<file path="config.mk">
export PLATFORM = sky130hd
export DESIGN_NAME = ifmap_streamer
export DESIGN_NICKNAME = d
export VERILOG_FILES = /design/src/rtl/ifmap_streamer.sv
export SDC_FILE = /design/constraint.sdc
export NUM_CORES = 1
export LEC_CHECK = 0
export ABC_AREA = 1
export CAP_MARGIN = 10
export CORE_ASPECT_RATIO = 1.4
export CORE_MARGIN = 4
export CORE_UTILIZATION = 56
export DETAILED_ROUTE_END_ITERATION = 16
export MAX_ROUTING_LAYER = met4
export PLACE_DENSITY = 0.82
export SYNTH_ARGS = -nofsm -noshare
export SYNTH_HDL_FRONTEND = slang
export SYNTH_SLANG_ARGS = --single-unit
export TNS_END_PERCENT = 5
</file>
<file path="constraint.sdc">
create_clock -name i_clk -period 6.2 [get_ports i_clk]
set_input_delay 0.62 -clock i_clk [delete_from_list [all_inputs] [get_ports i_clk]]
set_output_delay 0.62 -clock i_clk [all_outputs]
set_load 0.01 [all_outputs]
</file>
<file path="src/rtl/ifmap_streamer.sv">
// Streams num_ch row-major W*H pixel frames from feature memory to the conv core,
// handshaking each frame with o_conv_start / i_conv_done.
module ifmap_streamer #(
   parameter int DATA_WIDTH = 16,
   parameter int ADDR_WIDTH = 16
) (
   input  logic                  i_clk,
   input  logic                  i_rst,
   input  logic                  i_cmd_valid,
   output logic                  o_cmd_ready,
   input  logic [8:0]            i_width,
   input  logic [8:0]            i_height,
   input  logic [9:0]            i_num_ch,
   input  logic [ADDR_WIDTH-1:0] i_base_addr,
   input  logic                  i_abort,
   output logic                  o_mem_en,
   output logic [ADDR_WIDTH-1:0] o_mem_addr,
   input  logic [DATA_WIDTH-1:0] i_mem_rdata,
   output logic                  o_conv_start,
   output logic [DATA_WIDTH-1:0] o_data,
   output logic                  o_data_valid,
   output logic [9:0]            o_ch,
   input  logic                  i_conv_done,
   output logic                  o_cmd_done,
   output logic                  o_err
);

   typedef enum logic [1:0] {IDLE, START, STREAM, WAIT_DONE} state_t;

   state_t                state, state_nxt;
   logic [8:0]            width_q, height_q;
   logic [9:0]            num_ch_q, ch_q;
   logic [ADDR_WIDTH-1:0] addr_q;
   logic [17:0]           rd_cnt, npix;
   logic                  rd_vld, err_q, done_q;
   logic                  cmd_fire, cmd_bad, last_ch, abort_act, frame_done;

   assign npix       = 18'(width_q) * 18'(height_q);
   assign cmd_fire   = i_cmd_valid && o_cmd_ready;
   assign cmd_bad    = (i_width == 9'd0) || (i_height == 9'd0) || (i_num_ch == 10'd0);
   assign last_ch    = (ch_q == num_ch_q - 10'd1);
   assign abort_act  = i_abort && (state != IDLE);
   assign frame_done = (state == WAIT_DONE) && i_conv_done && !i_abort;

   always_ff @(posedge i_clk) begin
      if (i_rst) state <= IDLE;
      else       state <= state_nxt;
   end

   always_comb begin
      state_nxt    = state;
      o_cmd_ready  = 1'b0;
      o_conv_start = 1'b0;
      o_mem_en     = 1'b0;
      case (state)
         IDLE: begin
            o_cmd_ready = 1'b1;
            if (cmd_fire && !cmd_bad) state_nxt = START;
         end
         START: begin
            o_conv_start = 1'b1;
            o_mem_en     = 1'b1;
            state_nxt    = STREAM;
         end
         STREAM: begin
            // The cycle with no read left to issue carries the last pixel.
            if (rd_cnt != npix) o_mem_en  = 1'b1;
            else                state_nxt = WAIT_DONE;
         end
         WAIT_DONE: begin
            if (i_conv_done) state_nxt = last_ch ? IDLE : START;
         end
         default: state_nxt = IDLE;
      endcase
      if (abort_act) state_nxt = IDLE;
   end

   // addr_q runs on across frames, so after a frame it already holds base + W*H.
   always_ff @(posedge i_clk) begin
      if (i_rst) begin
         width_q  <= '0;
         height_q <= '0;
         num_ch_q <= '0;
         ch_q     <= '0;
         addr_q   <= '0;
         rd_cnt   <= '0;
         rd_vld   <= 1'b0;
         err_q    <= 1'b0;
         done_q   <= 1'b0;
      end else begin
         err_q  <= cmd_fire && cmd_bad;
         done_q <= frame_done && last_ch;
         rd_vld <= o_mem_en && !abort_act;
         if (o_mem_en) begin
            addr_q <= addr_q + 1'b1;
            rd_cnt <= rd_cnt + 18'd1;
         end
         if (cmd_fire && !cmd_bad) begin
            width_q  <= i_width;
            height_q <= i_height;
            num_ch_q <= i_num_ch;
            addr_q   <= i_base_addr;
            ch_q     <= '0;
            rd_cnt   <= '0;
         end
         if (frame_done) begin
            rd_cnt <= '0;
            ch_q   <= last_ch ? 10'd0 : ch_q + 10'd1;
         end
         if (abort_act) ch_q <= '0;
      end
   end

   assign o_mem_addr   = o_mem_en ? addr_q : '0;
   assign o_data_valid = rd_vld;
   assign o_data       = rd_vld ? i_mem_rdata : '0;
   assign o_ch         = ch_q;
   assign o_cmd_done   = done_q;
   assign o_err        = err_q;

endmodule

</file>
# Word-level counts from Yosys, hierarchy flattened
# Cells that the tools add are included.
# totals
ff_bits	77
latchBits	0
ramBits	0
romBits	0
in_bits	65
out_inout_bits	48
word_cells	62
mem_count	0
# classes
addsub	4
mul	1
div_mod_pow	0
order_cmp	0
n_eq_ne	8
shift	0
muxes	16
bitwise	0
reduce_logical	23
# ops
operator	count
2-to-1 mux 16 bit	4
2-to-1 mux 10 bit	3
adder 18 x 1 -> 18 bit, second input constant	1
zero test 9 bit	2
multiplier 9 x 9 -> 18 bit	1
inequality test 18 bit	1
adder 16 x 1 -> 16 bit, second input constant	1
adder 10 x 1 -> 10 bit, second input constant	1
== test 10 bit	1
zero test 10 bit	1
subtractor 10 x 1 -> 10 bit, second input constant	1
logical AND 1 bit	8
one-hot mux 2 bit (4 select lines)	1
2-to-1 mux 2 bit	3
inequality test 2 bit, second input constant	3
nonzero test 2 bit	3
== test 2 bit, second input constant	2
2-to-1 mux 1 bit	4
zero test 1 bit	3
AND reduction 3 bit	1
OR reduction 3 bit	1
== test 2 x 1 -> 1 bit, second input constant	1
zero test 2 bit	1
logical OR 1 bit	2
2 further kinds	2

# Logic depth before layout (Yosys ltp)
# Gate-level depths: netlist (run 1).
# logic_depth
ltp_word	7
depth_mapped	30
ltp_nobuf	28

# Least setup slack after synthesis (run 1)
# No wires, ideal clock.
# synth_path
path_type	register to output
start	register height_q[8]
end	output port o_mem_addr[10]
arrival_time_ns	4.360
required_ns	5.580
path_slack_ns	1.220
stages_incl_launch_ff	23
path_buffers	2
cell_sequence	dfxtp_1 clkbuf_1 nand2_1 fa_1 fa_1 fa_1 fa_1 inv_1 ha_1 nand2_1 nor2_1 and2_1 nand2_1 nand2_1 nand2_1 nand3_1 nor2_1 nand3_1 nand2_2 nand2_4 nand2_8 buf_2 nor2_1
# synth_via
elab_chain_len	5
# synth_lines
element	line_no	text
start: declaration	31	logic [8:0] width_q, height_q;
start signal: assignment	100	height_q <= i_height;
multiplier 9 x 9 -> 18 bit	38	assign npix = 18'(width_q) * 18'(height_q);
inequality test 18 bit	67	if (rd_cnt != npix) o_mem_en = 1'b1;
2-to-1 mux 1 bit	67	
one-hot mux 1 bit (2 select lines)	55	case (state)
2-to-1 mux 16 bit	114	assign o_mem_addr = o_mem_en ? addr_q : '0;
end: declaration	17	output logic [ADDR_WIDTH-1:0] o_mem_addr,
# Every way passes these cells.

# Worst setup path after layout (run 1)
# layout_path
start	register width_q[2]
end	output port o_mem_en
# layout_via
elab_chain_len	4
# layout_lines
element	line_no	text
start: declaration	31	
start signal: assignment	99	width_q <= i_width;
multiplier 9 x 9 -> 18 bit	38	
inequality test 18 bit	67	
2-to-1 mux 1 bit	67	
one-hot mux 1 bit (2 select lines)	55	
end: declaration	16	output logic o_mem_en,
# Every way passes these cells.

==> results of run 1 <==
-- state kept, by name, summed over array words and instances, names as in the netlist --
name and flops:
o_cmd_done 1, rd_cnt 18, state 2, height_q 9, addr_q 16, o_err 1, num_ch_q 10, o_data_valid 1
width_q 9, o_ch 10
-- cells by family after synthesis --
group | synth area share (%)
compound gates | 7.691
xor+xnor | 7.402
fa+ha+maj | 21.44
buf+inv | 12.61
flops | 20.96
simple gates | 29.90
-- synth_stat cells, types with 2 or more instances --
cell type | instances | share of area (%)
sky130_fd_sc_hd__nand2_2 | 2 | 0.17
sky130_fd_sc_hd__clkbuf_2 | 2 | 0.14
sky130_fd_sc_hd__nand2_1 | 308 | 16
sky130_fd_sc_hd__fa_1 | 50 | 14
sky130_fd_sc_hd__a21oi_1 | 63 | 4.3
sky130_fd_sc_hd__nor4_1 | 6 | 0.51
sky130_fd_sc_hd__nand4_1 | 15 | 1.3
sky130_fd_sc_hd__inv_1 | 179 | 9.1
sky130_fd_sc_hd__nor2_1 | 111 | 5.7
sky130_fd_sc_hd__nand3_1 | 56 | 3.8
sky130_fd_sc_hd__inv_2 | 2 | 0.10
sky130_fd_sc_hd__nor3_1 | 20 | 1.4
sky130_fd_sc_hd__o21ai_1 | 2 | 0.14
sky130_fd_sc_hd__ha_1 | 46 | 7.8
sky130_fd_sc_hd__buf_6 | 5 | 0.77
sky130_fd_sc_hd__clkbuf_1 | 29 | 1.5
sky130_fd_sc_hd__xnor3_1 | 2 | 0.61
sky130_fd_sc_hd__o21ai_0 | 42 | 2.9
sky130_fd_sc_hd__xnor2_1 | 20 | 2.4
sky130_fd_sc_hd__xor2_1 | 37 | 4.4
sky130_fd_sc_hd__buf_2 | 11 | 0.75
sky130_fd_sc_hd__or2_1 | 2 | 0.17
sky130_fd_sc_hd__nand2_4 | 2 | 0.31
sky130_fd_sc_hd__dfxtp_1 | 77 | 21
-- critical path, delay by kind of cell (launching register included) --
kind,cells,cell delay [ps]
XOR/XNOR,1,180
flip-flops,1,400
AND/OR/NAND/NOR,10,1040
buffers and inverters,4,710
AO/OA/AOI/OAI,1,160
adder cells (fa/ha/maj),5,2460
-- cell type report --
| class | instances | area share [%] |
|---|---|---|
| clock buffers | 11 | 2.838 |
| clock inverters | 5 | 0.6603 |
| inverters | 182 | 7.811 |
| multi-input cells | 797 | 55.58 |
| flip-flops and latches | 77 | 17.95 |
| well taps | 153 | 2.149 |
| repair buffers | 117 | 13.01 |
-- metal layers --
layer | up-vias | track usage (%) | part of all wire, %
met2 | 148 | 45.79 | 54
met1 | 3204 | 28.71 | 41
met3 | 32 | 2.787 | 3.3
met4 | 0 | 7.740 | 2.1
li1 | 3548 | - | -
met5 | - | - | 0
-- what timing repair did --
action,4_1_cts,5_1_grt
setup buffers,0,2
pin swaps,0,1
gates cloned,0,2
gates resized for setup,15,24
hold endpoints to repair,0,0
setup endpoints to repair,17,17
-- worst max-delay path by stage --
stage	endpoint	cells after the start	start
final	o_mem_en	21	width_q[2]
after global routing	o_mem_addr[15]	21	width_q[2]
after CTS	o_mem_en	22	width_q[0]
after detailed placement	o_mem_en	22	width_q[0]
after global placement	o_mem_en	22	width_q[0]
after floorplan	o_mem_addr[10]	22	height_q[8]
-- per-stage QoR --
stage | cell area, um2 | hold WS [ps]
2_1_floorplan | 7353 | 447.9
3_5_place_dp | 8449 | 471.5
5_1_grt | 8906 | 506.9
6_report | 8906 | 475.7
3_3_place_gp | 8449 | 472.4
4_1_cts | 8781 | 479.1
-- cells in the final DEF, fill, tap and decap left out, drive strengths merged, types with 2 or more instances in the layout --
master | Yosys | routed
nand3 | 57 | 57
clkbuf | 31 | 11
xnor2 | 20 | 20
nor2 | 112 | 112
clkinvlp | 0 | 2
nand4 | 15 | 15
ha | 46 | 46
o21ai | 44 | 44
a21oi | 63 | 63
nand2 | 313 | 315
dfxtp | 77 | 77
clkdlybuf4s50 | 0 | 112
nor3 | 21 | 21
xnor3 | 2 | 2
buf | 18 | 5
or2 | 3 | 3
fa | 50 | 50
inv | 182 | 181
nor4 | 6 | 6
xor2 | 37 | 37
clkinv | 0 | 3
-- where the power goes --
group | switching (uW) | leakage, uW | internal (uW)
clock | 210 | 0.000148 | 333
sequential | 126 | 0.000639 | 580
combinational | 753 | 0.00330 | 499
total | 1090 | 0.00409 | 1410
==> results, run 1 <==
- After detailed routing, the average wire length per cell comes to 13.52 um.
- In this run the power density over the cells is 280.9 nW/um2.
- After synthesis, flip-flops and latches occupy 20.96% of the total area.
- For the final database, setup skew stands at 5.689 ps.
- The worst vdd rail ir drop is 0.1700 mV.
- OpenSTA, run right after detailed placement, puts the worst setup slack at 175.2 ps.
- The number of rows in the core area is 49.
- Total power for the finished layout comes to 2501 uW.
- Summing all multi-input logic gate instances after layout gives 4950 um2.
- Once layout is complete, the cells apart from fillers number 1342.
- The synthesized design contains 77 register bits.
- The total number of yosys warnings is 0.
- The number of global-route vias before repair is 6720.
- The count of flip-flops with a built-in enable after synthesis is 0.
- The endpoint identified for the worst register-to-register timing path is addr_q[0].
- Synthesis produced 1103 cells.
- The worst hold path belongs to the class register to register.
- The worst-case clock buffer depth is 2.
- The routability-driven placement congestion ratio is 0.9493.
- Data on the critical path arrives at its endpoint at 5300 ps.
- The I/O pin count is 113.
- In this run the worst path has a maximum fanout of 19.
- The number of slew-limit violations in the final report is 0.
- The post-layout utilization of the core is 69.17%.
- The fmax is 168.9 MHz.
- The post-detailed-route DRC marker count is 0.
- The root buffer cell is sky130_fd_sc_hd__clkbuf_16.
- The type of element launching the critical path is a register.
- The clock net sink count is 77.
- The number of iterations in the first detailed-routing pass is 8.
- The signal on the critical path passes through nand2_1 > fa_1 > fa_1 > fa_1 > fa_1 > inv_1 > ha_1 > nand2_1 > inv_1 > nand2_1 > nand2_1 > a21oi_1 > xor2_1 > nand2_1 > nor2_1 > nand3_1 > nand2_2 > nand2_4 > nand2_8 > clkinv_8 > clkdlybuf4s50_1.
- After clock tree synthesis, the flow added hold-fix buffers numbering 0.
- The cell with the largest stage delay on the worst path is sky130_fd_sc_hd__fa_1.
- The worst register-to-register path has a setup slack of 1330 ps.
- Clock-pin slew was measured on the worst setup and hold paths at 60 ps.
- After the first detailed-routing iteration, the DRC count stood at 378.
- The number of nets in the synthesized netlist is 1264.
- The slew at the pin with the worst max-slew slack is 1104 ps.
- The core region area is 12870 um2.
- The number of antenna violations at the first check in global routing is 0.
- In the finished design, the share of the clock period the worst path needs comes to 95.47%.
- The critical path is of the register to primary output type.
- Setup repair after global routing could not meet its margin everywhere.
- The number of hold violations in the final report is 0.
- The first global-routing pass estimated 30530 um of wire.
- The net count of the finished layout is 1345.
- The max-slew headroom at the worst pin is 25.87%.
- The delay of the slowest cell on the worst path is 540 ps.
- In the synthesized netlist the dominant register cell turns out to be sky130_fd_sc_hd__dfxtp_1.
- For hold timing, the worst endpoint is num_ch_q[1].
- The area added between synthesis and finish is 21.12%.
- The worst hold path begins at num_ch_q[1].
- The clock tree from TritonCTS is done.
- The dominant cell type by count on the critical path is sky130_fd_sc_hd__nand2_1.
- Yosys mapped the design onto 38 distinct sky130hd cell types.
- The die extent in x is 104.8 um.
- The number of cells traversed by the worst hold path is 2.
- The fill cell instance count of the final layout is 1100.
- The post-route worst setup slack is 281.0 ps.
- The starting density of the core is 57.11%.
- Global routing used 25.01% of the available tracks.
- The combined area of all synthesized cells is 7353 um2.
- The via density per instance is 5.165.
- The cell count after placement is 1322.
- The final routed wirelength across all metal layers is 18140 um.
- The number of buffers added on ports is 112.
- For this run, asynchronously set or reset flops after synthesis account for 0%.
- The number of cells traversed by the worst register-to-register path is 22.
- After synthesis, the mean cell area works out to 6.667 um2.
- For the worst-skew pair, the clock arrives at the later sink with an insertion delay of 340 ps.
- The sequential cells in the finished layout cover a total of 1599 um2.
- The leakage power is 0.004088 uW.
- The pin count of the biggest net entering global routing is 58.
- The number of H-tree branching levels is 3.
- The count of nets left with antenna violations once routing finished came out at 0.
- The total vias in the final route is 6932.
- The final setup violation count is 0.
- In this run the critical register-to-register path is launched from width_q[2].
- The floorplan step defined a die boundary enclosing 15050 um2.
- The number of diodes added for antenna fixing is 0.
- The half-perimeter wire length after placement is 13810 um.
- The chip height is 143.6 um.
- The shortest clock period the worst path allows after layout is 5919 ps.
- The run finished with clean final reports.
- For this run the aggregate overflow at the end of global routing stands at 0.
- The kind of end point of the critical path is a primary output.
- The setup TNS after final layout is 0 ps.
- Data on the critical path is required at its endpoint by 5580 ps.
- Max-cap violations in this run came to 0.
- In the final layout, the share of cells above drive strength 1 is 4.878%.
- The CTS buffer count is 9.
(Power assumes the default switching activity.)
==> run 2: changes to the inputs <==
==> constraint.sdc (replaced) <==
create_clock -name i_clk -period 6.2 [get_ports i_clk]
set_input_delay 1.24 -clock i_clk [delete_from_list [all_inputs] [get_ports i_clk]]
set_output_delay 1.24 -clock i_clk [all_outputs]
set_load 0.01 [all_outputs]
==> results, run 2 (synthesis results as in run 1) <==
- The flow ran to the end, and the final reports show no timing, DRC or antenna violations.
- The first global-routing pass estimated 30620 um of wire.
- Setup repair after global routing could not meet its margin everywhere.
- The number of global-route vias before repair is 7023.
- Once the floorplan was initialized, standard cells occupied 57.11% of the core.
- The root buffer cell is sky130_fd_sc_hd__clkbuf_16.
- After filler insertion, the fill cell instance count of the layout stands at 1004.
- The number of buffers added on ports is 112.
- The worst setup path is captured at a primary output.
- The wire length per cell after detailed routing is 13.71 um.
- At the pin with the least slew margin, the transition time is 1096 ps.
- At the worst endpoint, the arrival time is 4810 ps.
- Power spread over the standard cell area amounts to 296.2 nW/um2.
- The largest registers in the layout are rd_cnt: 18 flops, addr_q: 16 flops.
- The smallest hold slack is 479.2 ps.
- The number of maximum-capacitance violations is 0.
- The insertion delay of the later-clocked pin in the worst-skew pair is 340 ps.
- TritonCTS built the clock tree.
- The path class of the tightest hold or removal check is register to register.
- STA classifies the critical path startpoint as a register.
- The die is 104.8 um wide.
- The non-filler instance count after layout is 1365.
- In this run the tightest slew margin relative to its limit is 26.37%.
- Across all layers, the routed design uses 7146 vias.
- The half-perimeter wire length after placement is 13780 um.
- The total routing usage reported by global routing is 25.05%.
- At the end of the flow, the number of nets in the layout was 1369.
- The number of slew-limit violations in the final report is 0.
- Row generation in the floorplan step produced 49 rows.
- The number of iterations in the first detailed-routing pass is 5.
- The post-route netlist has 9.736% of its cells at a drive strength greater than 1.
- After detailed routing, the number of remaining DRC violations is 0.
- The final routed wirelength across all metal layers is 18710 um.
- The clock arrives with 6.239 ps of skew.
- The cell count after placement is 1337.
- The area taken by flip-flops and latches is 1599 um2.
- The shortest clock period the worst path allows after layout is 6051 ps.
- The core region area is 12870 um2.
- The share of the cycle needed by the critical path after routing is 97.60%.
- The area added between synthesis and finish is 25.35%.
- Across the VDD grid, the largest voltage drop is 0.2129 mV.
- The pin count of the biggest net entering global routing is 58.
- The clock net in this run drives a total of 77 sinks.
- The register with the most flip-flops in the layout has 18 of them.
- The clock input transition at the sequential cells of the worst setup and hold paths is 60 ps.
- Pin placement for this block handled 113 I/O pins.
- In this run the number of H-tree levels came out at 3.
- The number of antenna violations at the first check in global routing is 0.
- The remaining global-route overflow is 0.
- In the layout the commonest cells are sky130_fd_sc_hd__nand2_1 (303), sky130_fd_sc_hd__inv_1 (179), sky130_fd_sc_hd__nor2_1 (104).
- The critical path data required time is 4960 ps.
- Setup violations remaining at the end of the flow were counted as 0.
- The number of clock buffers added by TritonCTS is 9.
- Routability-driven placement finished with a final weighted congestion of 0.9248.
- The number of hold violations in the final report was 0.
- The area enclosed by the die boundary is 15050 um2.
- The fmax is 165.3 MHz.
- The detail route stage leaves a number of antenna-violating nets equal to 0.
- The footprint of the multi-input gates is 5064 um2.
- The first routing iteration left 309 violations.
- The library cell used most frequently in the layout, excluding fill and tap cells, is sky130_fd_sc_hd__nand2_1.
- The kind of critical path is register to primary output.
- Along the worst path, the maximum fanout reaches 6.
- The chip height is 143.6 um.
- For this design the static power due to leakage is 0.004318 uW.
- The number of diodes added for antenna fixing is 0.
- The via density per instance is 5.235.
- The worst-case clock buffer depth is 2.
- rd_cnt holds more flip-flops than any other register.
[run 2: changes by cell type in the layout (fill, tap and decap cells not counted), sizes merged]
cell | before | now
buf | 5 | 36
bufinv | 1 | 4
clkbuf | 11 | 18
clkdlybuf4s50 | 112 | 95
clkinv | 3 | 0
clkinvlp | 2 | 0
dlymetal6s2s | 0 | 4
inv | 181 | 182
nand2 | 315 | 314
[run 2: timing repair]
item,4_1_cts,5_1_grt
cloned,0,1
endpoints found under the setup margin,17,17
pin swaps,2,29
gates resized for setup,28,86
hold buffers,0,0
buffers inserted,0,12
[run 2: worst paths after layout]
path	endpoint	start	slack [ps]	cells after the start
setup / recovery	o_mem_addr[0]	height_q[5]	150	22
setup reg to reg	addr_q[13]	height_q[5]	1130	22
hold / removal	num_ch_q[1]	num_ch_q[1]	480	2
hold reg to reg	num_ch_q[1]	num_ch_q[1]	480	2
[run 2: cell type report]
| class | count | area share (%) |
|---|---|---|
| clock inverter | 4 | 1.303 |
| inverter | 182 | 7.439 |
| tap | 153 | 2.077 |
| multi-input combinational | 796 | 54.93 |
| clock buffer | 11 | 2.633 |
| timing repair buffer | 142 | 14.27 |
| sequential | 77 | 17.35 |
[run 2: power by group]
| group | switching [uW] | leakage [uW] | internal [uW] |
|---|---|---|---|
| clock | 211 | 0.000176 | 443 |
| sequential | 115 | 0.000639 | 579 |
| combinational | 799 | 0.00350 | 583 |
| total | 1120 | 0.00432 | 1610 |
[run 2: metal layers]
metal  GRT usage, %  part of all wire (%)
met1          27.53                    39
met2          46.30                    54
met3          3.596                   4.3
met4          8.639                   2.8
met5              -                     0
[run 2: per-stage QoR]
step	power, uW	setup TNS (ps)	cell area, um2	setup WS (ps)	util [%]
global route	2944	-441.9	9218	-68.71	71.59
CTS	2583	-2154	8965	-188.8	69.63
finish	2730	0	9218	149.0	71.59
detailed placement	1900	-401.0	8562	-36.77	66.50
floorplan	1587	0	7353	600.2	-
global placement	1877	0	8562	27.29	66.50
[run 2: critical path, stage by stage (launching register included)]
cell and delay [ps]:
sky130_fd_sc_hd__dfxtp_4 390, sky130_fd_sc_hd__buf_6 120, sky130_fd_sc_hd__nand2_1 90, sky130_fd_sc_hd__fa_2 420, sky130_fd_sc_hd__fa_1 590, sky130_fd_sc_hd__fa_1 480
sky130_fd_sc_hd__fa_1 550, sky130_fd_sc_hd__inv_1 60, sky130_fd_sc_hd__ha_4 280, sky130_fd_sc_hd__nand2_1 80, sky130_fd_sc_hd__inv_2 80, sky130_fd_sc_hd__nand4_1 200
sky130_fd_sc_hd__a21boi_2 210, sky130_fd_sc_hd__nor2_1 50, sky130_fd_sc_hd__nand2_1 50, sky130_fd_sc_hd__nand2_1 50, sky130_fd_sc_hd__nand3_1 90, sky130_fd_sc_hd__nand2_2 80
sky130_fd_sc_hd__nand2_4 130, sky130_fd_sc_hd__nand2_8 80, sky130_fd_sc_hd__buf_12 150, sky130_fd_sc_hd__nor2_1 70, sky130_fd_sc_hd__dlymetal6s2s_1 160
==> run 3: changes to the inputs <==
--- a/config.mk
+++ b/config.mk
@@ -10,10 +10,11 @@
 export CORE_ASPECT_RATIO = 1.4
 export CORE_MARGIN = 4
 export CORE_UTILIZATION = 56
+export CTS_CLUSTER_DIAMETER = 60
 export DETAILED_ROUTE_END_ITERATION = 16
 export MAX_ROUTING_LAYER = met4
 export PLACE_DENSITY = 0.82
 export SYNTH_ARGS = -nofsm -noshare
 export SYNTH_HDL_FRONTEND = slang
 export SYNTH_SLANG_ARGS = --single-unit
-export TNS_END_PERCENT = 5
+export TNS_END_PERCENT = 10
==> results of run 3 <==
Final layout, timing and power as in run 2 (identical DEF).
